===== src/rtl/tt_uio_pkg.sv =====
// tt_uio_pkg: shared state type and uio pin map for the byte transmitter
package tt_uio_pkg;
  typedef enum logic [1:0] {IDLE, SETUP, STB, REL} state_t;
  localparam int NIB_LSB = 0;
  localparam int STB_BIT = 4;
  localparam int ACK_BIT = 5;
  localparam logic [7:0] OE_MASK = 8'h1F;
endpackage


===== src/rtl/tt_uio_tx_if.sv =====
// tt_uio_tx_if: core byte stream, uio pins and status of the transmitter
interface tt_uio_tx_if;
  logic io_in_valid;
  logic io_in_ready;
  logic [7:0] io_in_bits;
  logic [7:0] io_uio_in;
  logic [7:0] io_uio_out;
  logic [7:0] io_uio_oe;
  logic io_busy;
  logic io_err;
  logic io_err_clr;
  modport master (
    output io_in_valid, io_in_bits, io_uio_in, io_err_clr,
    input io_in_ready, io_uio_out, io_uio_oe, io_busy, io_err
  );
  modport slave (
    input io_in_valid, io_in_bits, io_uio_in, io_err_clr,
    output io_in_ready, io_uio_out, io_uio_oe, io_busy, io_err
  );
endinterface


===== src/rtl/tt_byte_fifo.sv =====
// tt_byte_fifo: byte FIFO with ready/valid push, pop strobe and head data
module tt_byte_fifo #(
  parameter int DEPTH = 4
) (
  input  logic       clock,
  input  logic       reset,
  input  logic       in_valid,
  output logic       in_ready,
  input  logic [7:0] in_bits,
  input  logic       pop,
  output logic [7:0] head,
  output logic       empty
);
  localparam int AW = $clog2(DEPTH);
  logic [7:0] mem [DEPTH];
  logic [AW:0] wr_ptr, rd_ptr;
  logic full;
  assign empty = wr_ptr == rd_ptr;
  assign full = wr_ptr[AW-1:0] == rd_ptr[AW-1:0] && wr_ptr[AW] != rd_ptr[AW];
  assign in_ready = !full;
  assign head = mem[rd_ptr[AW-1:0]];
  // pointers carry an extra wrap bit so full and empty are distinguishable
  always_ff @(posedge clock or posedge reset)
    if (reset) begin
      wr_ptr <= '0;
      rd_ptr <= '0;
    end else begin
      if (in_valid && !full) wr_ptr <= wr_ptr + (AW+1)'(1);
      if (pop && !empty) rd_ptr <= rd_ptr + (AW+1)'(1);
    end
  // storage needs no reset, pointers define what is valid
  always_ff @(posedge clock)
    if (in_valid && !full) mem[wr_ptr[AW-1:0]] <= in_bits;
endmodule


===== src/rtl/tt_uio_tx.sv =====
// tt_uio_tx: byte transmitter over the TinyTapeout uio pins with a 4-phase strobe/ack handshake
module tt_uio_tx
  import tt_uio_pkg::*;
#(
  parameter int DEPTH = 4,
  parameter int TIMEOUT = 255
) (
  input logic clock,
  input logic reset,
  tt_uio_tx_if.slave bus
);
  state_t state, state_n;
  logic started, ack_m, ack_s, nib, nib_n, pop, tmo, to_err, fifo_ready, empty, err_q;
  logic [7:0] head, cnt, cnt_n, out_q, out_n;
  logic [3:0] nib_sel;
  tt_byte_fifo #(.DEPTH(DEPTH)) u_fifo (
    .clock,
    .reset,
    .in_valid(bus.io_in_valid && started),
    .in_ready(fifo_ready),
    .in_bits(bus.io_in_bits),
    .pop,
    .head,
    .empty
  );
  assign bus.io_in_ready = started && fifo_ready;
  assign bus.io_uio_oe = started ? OE_MASK : 8'h00;
  assign bus.io_uio_out = out_q;
  assign bus.io_busy = !empty || state != IDLE;
  assign bus.io_err = err_q;
  assign tmo = cnt == 8'(TIMEOUT - 1);
  // two-flop ACK synchronizer plus the flag that enables the pins after reset
  always_ff @(posedge clock or posedge reset)
    if (reset) {started, ack_m, ack_s} <= '0;
    else {started, ack_m, ack_s} <= {1'b1, bus.io_uio_in[ACK_BIT], ack_m};
  // handshake sequencing: next state, nibble select, timeout and pop
  always_comb begin
    state_n = state;
    nib_n = nib;
    cnt_n = (state == STB || state == REL) ? cnt + 8'd1 : cnt;
    pop = 1'b0;
    to_err = 1'b0;
    case (state)
      IDLE: if (!empty && !ack_s) begin
        state_n = SETUP;
        nib_n = 1'b1;
      end
      SETUP: begin
        state_n = STB;
        cnt_n = '0;
      end
      STB: if (ack_s) begin
        state_n = REL;
        cnt_n = '0;
      end else if (tmo) begin
        state_n = IDLE;
        pop = 1'b1;
        to_err = 1'b1;
      end
      REL: if (!ack_s) begin
        state_n = nib ? SETUP : IDLE;
        pop = !nib;
        nib_n = 1'b0;
      end else if (tmo) begin
        state_n = IDLE;
        pop = 1'b1;
        to_err = 1'b1;
      end
      default: state_n = IDLE;
    endcase
    nib_sel = nib_n ? head[7:4] : head[3:0];
    out_n = '0;
    if (state_n != IDLE) begin
      out_n[NIB_LSB+:4] = nib_sel;
      out_n[STB_BIT] = state_n == STB;
    end
  end
  // registered FSM state and pin outputs; a timeout beats a same-cycle error clear
  always_ff @(posedge clock or posedge reset)
    if (reset) begin
      state <= IDLE;
      nib <= 1'b0;
      cnt <= '0;
      out_q <= '0;
      err_q <= 1'b0;
    end else begin
      state <= state_n;
      nib <= nib_n;
      cnt <= cnt_n;
      out_q <= out_n;
      err_q <= to_err || (err_q && !bus.io_err_clr);
    end
endmodule

===== src/flat_wrapper.sv =====
// flat-port wrapper written by rule: the top's interface ports become plain ports
module tt_uio_tx_flat import tt_uio_pkg::*;
#(
  parameter int DEPTH = 4,
  parameter int TIMEOUT = 255
)
  (clock, reset, bus_io_in_valid, bus_io_in_bits, bus_io_uio_in, bus_io_err_clr, bus_io_in_ready, bus_io_uio_out, bus_io_uio_oe, bus_io_busy, bus_io_err);
  tt_uio_tx_if bus_i ();
  input logic clock;
  input logic reset;
  input wire logic [$bits(bus_i.io_in_valid)-1:0] bus_io_in_valid;
  input wire logic [$bits(bus_i.io_in_bits)-1:0] bus_io_in_bits;
  input wire logic [$bits(bus_i.io_uio_in)-1:0] bus_io_uio_in;
  input wire logic [$bits(bus_i.io_err_clr)-1:0] bus_io_err_clr;
  output wire logic [$bits(bus_i.io_in_ready)-1:0] bus_io_in_ready;
  output wire logic [$bits(bus_i.io_uio_out)-1:0] bus_io_uio_out;
  output wire logic [$bits(bus_i.io_uio_oe)-1:0] bus_io_uio_oe;
  output wire logic [$bits(bus_i.io_busy)-1:0] bus_io_busy;
  output wire logic [$bits(bus_i.io_err)-1:0] bus_io_err;
  assign bus_i.io_in_valid = bus_io_in_valid;
  assign bus_i.io_in_bits = bus_io_in_bits;
  assign bus_i.io_uio_in = bus_io_uio_in;
  assign bus_i.io_err_clr = bus_io_err_clr;
  assign bus_io_in_ready = bus_i.io_in_ready;
  assign bus_io_uio_out = bus_i.io_uio_out;
  assign bus_io_uio_oe = bus_i.io_uio_oe;
  assign bus_io_busy = bus_i.io_busy;
  assign bus_io_err = bus_i.io_err;
  tt_uio_tx #(.DEPTH(DEPTH), .TIMEOUT(TIMEOUT)) u_core (.clock(clock), .reset(reset), .bus(bus_i));
endmodule

===== config.mk =====
export PLATFORM = sky130hd
export DESIGN_NAME = tt_uio_tx_flat
export DESIGN_NICKNAME = d
export VERILOG_FILES = /design/src/rtl/tt_uio_pkg.sv /design/src/rtl/tt_uio_tx_if.sv /design/src/rtl/tt_byte_fifo.sv /design/src/rtl/tt_uio_tx.sv /design/src/flat_wrapper.sv
export SDC_FILE = /design/constraint.sdc
export NUM_CORES = 1
export LEC_CHECK = 0
export CAP_MARGIN = 20
export CORE_ASPECT_RATIO = 1.2
export CORE_MARGIN = 1
export CORE_UTILIZATION = 56
export CTS_BUF_LIST = sky130_fd_sc_hd__clkbuf_2 sky130_fd_sc_hd__clkbuf_4 sky130_fd_sc_hd__clkbuf_8
export DETAILED_ROUTE_END_ITERATION = 7
export PLACE_DENSITY_LB_ADDON = 0.05
export SYNTH_ARGS = -nofsm -noshare
export SYNTH_HDL_FRONTEND = slang
export SYNTH_SLANG_ARGS = --single-unit

===== constraint.sdc =====
create_clock -name clock -period 2.3 [get_ports clock]
set_input_delay 0.345 -clock clock [delete_from_list [all_inputs] [get_ports clock]]
set_output_delay 0.345 -clock clock [all_outputs]
set_load 0.01 [all_outputs]

==> flow_metrics.env <==
export IMPL_cts_sinks=58
export IMPL_fillCellCount=341
export IMPL_gp_congestion=0.778
export IMPL_tightest_slew_ns=0.568
export IMPL_cp_slowest_cell="clkdlybuf4s50_1"
export IMPL_yosysMostFrequentCell="edfxtp_1"
export IMPL_syn_to_final_growth_pct=15.9
export IMPL_synthCells=195
export IMPL_first_global_vias=1651
export IMPL_die_h_um=78.9
export IMPL_drt_vias_per_instance=5.63
export IMPL_slew_headroom_pct=61.8
export IMPL_clock_path_buffers=2
export IMPL_fin_nets=253
export IMPL_multi_input_area_sq_mm=0.00102
export IMPL_fp_dieArea_sq_mm=0.00522
export IMPL_ys_flop_type="edfxtp_1"
export IMPL_grt_overflow_total=0
export IMPL_ys_seq_elements=58
export IMPL_hold_slack_ns=0.351
export IMPL_p_per_area_mw_per_mm2=1240
export IMPL_grt_setup_unrepaired="no"
export IMPL_die_x_um=66.1
export IMPL_total_power_mw=3.98
export IMPL_synthTopCellsByArea="edfxtp_1 35%, dfrtp_1 24%, mux4_2 5.7%"
export IMPL_min_path_type="reg2reg"
export IMPL_ios=39
export IMPL_rows=27
export IMPL_clk_latency_ns=0.33
export IMPL_vias=1605
export IMPL_outcome="finished clean"
export IMPL_hpwl_um=3300
export IMPL_cts_tree="done"
export IMPL_track_usage_pct=20.9
export IMPL_synth_area_per_cell_sq_um=14.2
export IMPL_ys_types=51
export IMPL_max_clock_freq_ghz=0.447
export IMPL_power_leakage_nw=1.26
export IMPL_synth_edf_count=32
export IMPL_grt_pass1_wl_um=7680
export IMPL_first_pass_iters=4
export IMPL_max_stage_delay_ns=0.50
export IMPL_startpoint_type="flop"
export IMPL_start_util_pct=59.3
export IMPL_ys_seq_area_share_pct=58.3
export IMPL_period_share_pct=97.2
export IMPL_synthTopCellsByCount="32 x edfxtp_1, 26 x dfrtp_1, 12 x buf_4, 11 x ha_1, 9 x inv_1"
export IMPL_regArea_sq_mm=0.00161
export IMPL_cp_required_ns=1.96
export IMPL_synth_top_cell_by_area="edfxtp_1"
export IMPL_grt_max_degree=27
export IMPL_drt_iter0_drc=82
export IMPL_synth_async_reset_ratio_pct=44.8
export IMPL_setup_tns_ns=0
export IMPL_critical_path_buf_inv_count=1
export IMPL_antenna_found_initial=0
export IMPL_skew_ns=0.00809
export IMPL_numPortBuffers=25
export IMPL_drive_gt1_share_pct=18.1
export IMPL_crit_chain="xor2_2 > o31a_2 > clkdlybuf4s50_1"
export IMPL_htree_levels=3
export IMPL_critPathCaptureType="output port"
export IMPL_crit_type="reg2out"
export IMPL_cp_arrival_ns=1.89
export IMPL_synth_top_area_share_pct=34.8
export IMPL_hold_viol_final=0
export IMPL_crit_fanout=6
export IMPL_drv_slew=0
export IMPL_period_needed_ns=2.24
export IMPL_wl_per_cell_um=16.3
export IMPL_peakVddDrop_v=0.000658
export IMPL_crit_family="buffers and inverters"
export IMPL_cts_root_buf="clkbuf_8"
export IMPL_cts_buffers=9
export IMPL_core_region_area_sq_mm=0.00466
export IMPL_synth_cell_area_sq_mm=0.00276
export IMPL_clk_pin_slew_worst_paths_ns=0.07
export IMPL_drv_cap=0
export IMPL_finalSetupViolCount=0
export IMPL_n_antenna_cell=0
export IMPL_drc=0
export IMPL_drtAntennaViolNets=0
export IMPL_synth_warnings=0
export IMPL_wirelength_um=4640
state kept, by name, indices dropped and copies added (netlist names):
name	count
u_core.u_fifo.mem	32
u_core.started	1
u_core.ack_s	1
u_core.u_fifo.rd_ptr	3
u_core.ack_m	1
u_core.u_fifo.wr_ptr	3
u_core.state	2
u_core.nib	1
u_core.bus.io_err	1
u_core.cnt	8
u_core.bus.io_uio_out	5
cell usage in the layout, fill, tap and decap left out, types with 2 or more instances in the layout:
master,instances
a21oi_1,3
a22oi_2,4
and2_1,2
and3_1,4
buf_4,3
clkbuf_8,9
clkdlybuf4s50_1,25
clkinv_1,3
clkinv_2,3
conb_1,7
dfrtp_1,24
dfrtp_2,2
edfxtp_1,32
ha_1,11
inv_1,9
mux2_1,2
mux4_2,7
nand2_1,5
nand2b_1,3
nand3_1,6
nand4_1,3
nor2_1,7
o211ai_1,3
o21ai_0,6
o31a_1,2
o31ai_1,2
or3_1,2
xnor2_1,5
xnor2_2,2
xor2_1,6
logic make-up after synthesis:
group	after synthesis	share of synthesized area [%]
fa+ha+maj	11	4.98
simple gates	38	7.52
xor+xnor	14	4.98
compound gates	33	10.0
mux	12	8.24
buf+inv	27	5.66
flops	58	58.3
other cells	2	0.272
worst paths after layout:
check / endpoint / from / cells after the start / slack [ns]
max: bus_io_in_ready / u_core.u_fifo.wr_ptr[1] / 3 / 0.06
min in group asynchronous: u_core.cnt[3] / reset / 3 / 0.38
max reg2reg: u_core.bus.io_uio_out[1] / u_core.state[1] / 6 / 0.39
min: u_core.ack_s / u_core.ack_m / 0 / 0.35
max in group asynchronous: u_core.u_fifo.wr_ptr[0] / reset / 3 / 1.66
min reg2reg: u_core.ack_s / u_core.ack_m / 0 / 0.35
per-stage QoR:
| stage | instance area, sq um | setup WS (ns) | util, % | cells |
|---|---|---|---|---|
| floorplan | 2780 | 0.493 | - | 200 |
| global placement | 3010 | 0.425 | 64.5 | 269 |
| detailed placement | 3010 | 0.366 | 64.5 | 269 |
| CTS | 3190 | 0.0349 | 68.5 | 285 |
| global route | 3200 | 0.00363 | 68.7 | 285 |
| finish | 3200 | 0.0641 | 68.7 | 285 |
repair_timing:
action / CTS / global route
gates resized for setup: 2 / 1
pin swaps: 0 / 0
hold buffers: 0 / 0
endpoints found under the setup margin: 1 / 1
buffers inserted: 0 / 0
per-layer routing:
layer / up-vias / track usage (%) / wire [um]
met1: 794 / 22.8 / 1880
met4: 0 / 12.6 / 120
met3: 11 / 5.75 / 175
met5: - / 0 / 0
li1: 763 / - / -
met2: 37 / 35.4 / 2460
power by group:
group / switching [mW] / internal [mW] / total (mW)
clock: 0.385 / 0.486 / 0.871
combinational: 0.859 / 0.743 / 1.60
sequential: 0.181 / 1.32 / 1.50
total: 1.43 / 2.55 / 3.98
final cells by class:
| type | instances | area share [%] |
|---|---|---|
| Multi-Input combinational cell | 115 | 31.9 |
| Sequential cell | 58 | 50.4 |
| Inverter | 10 | 1.17 |
| Clock buffer | 9 | 3.87 |
| Timing Repair Buffer | 28 | 8.52 |
| Tap cell | 58 | 2.27 |
| Clock inverter | 7 | 1.88 |
No activity file was read; power rests on OpenSTA's default activity.
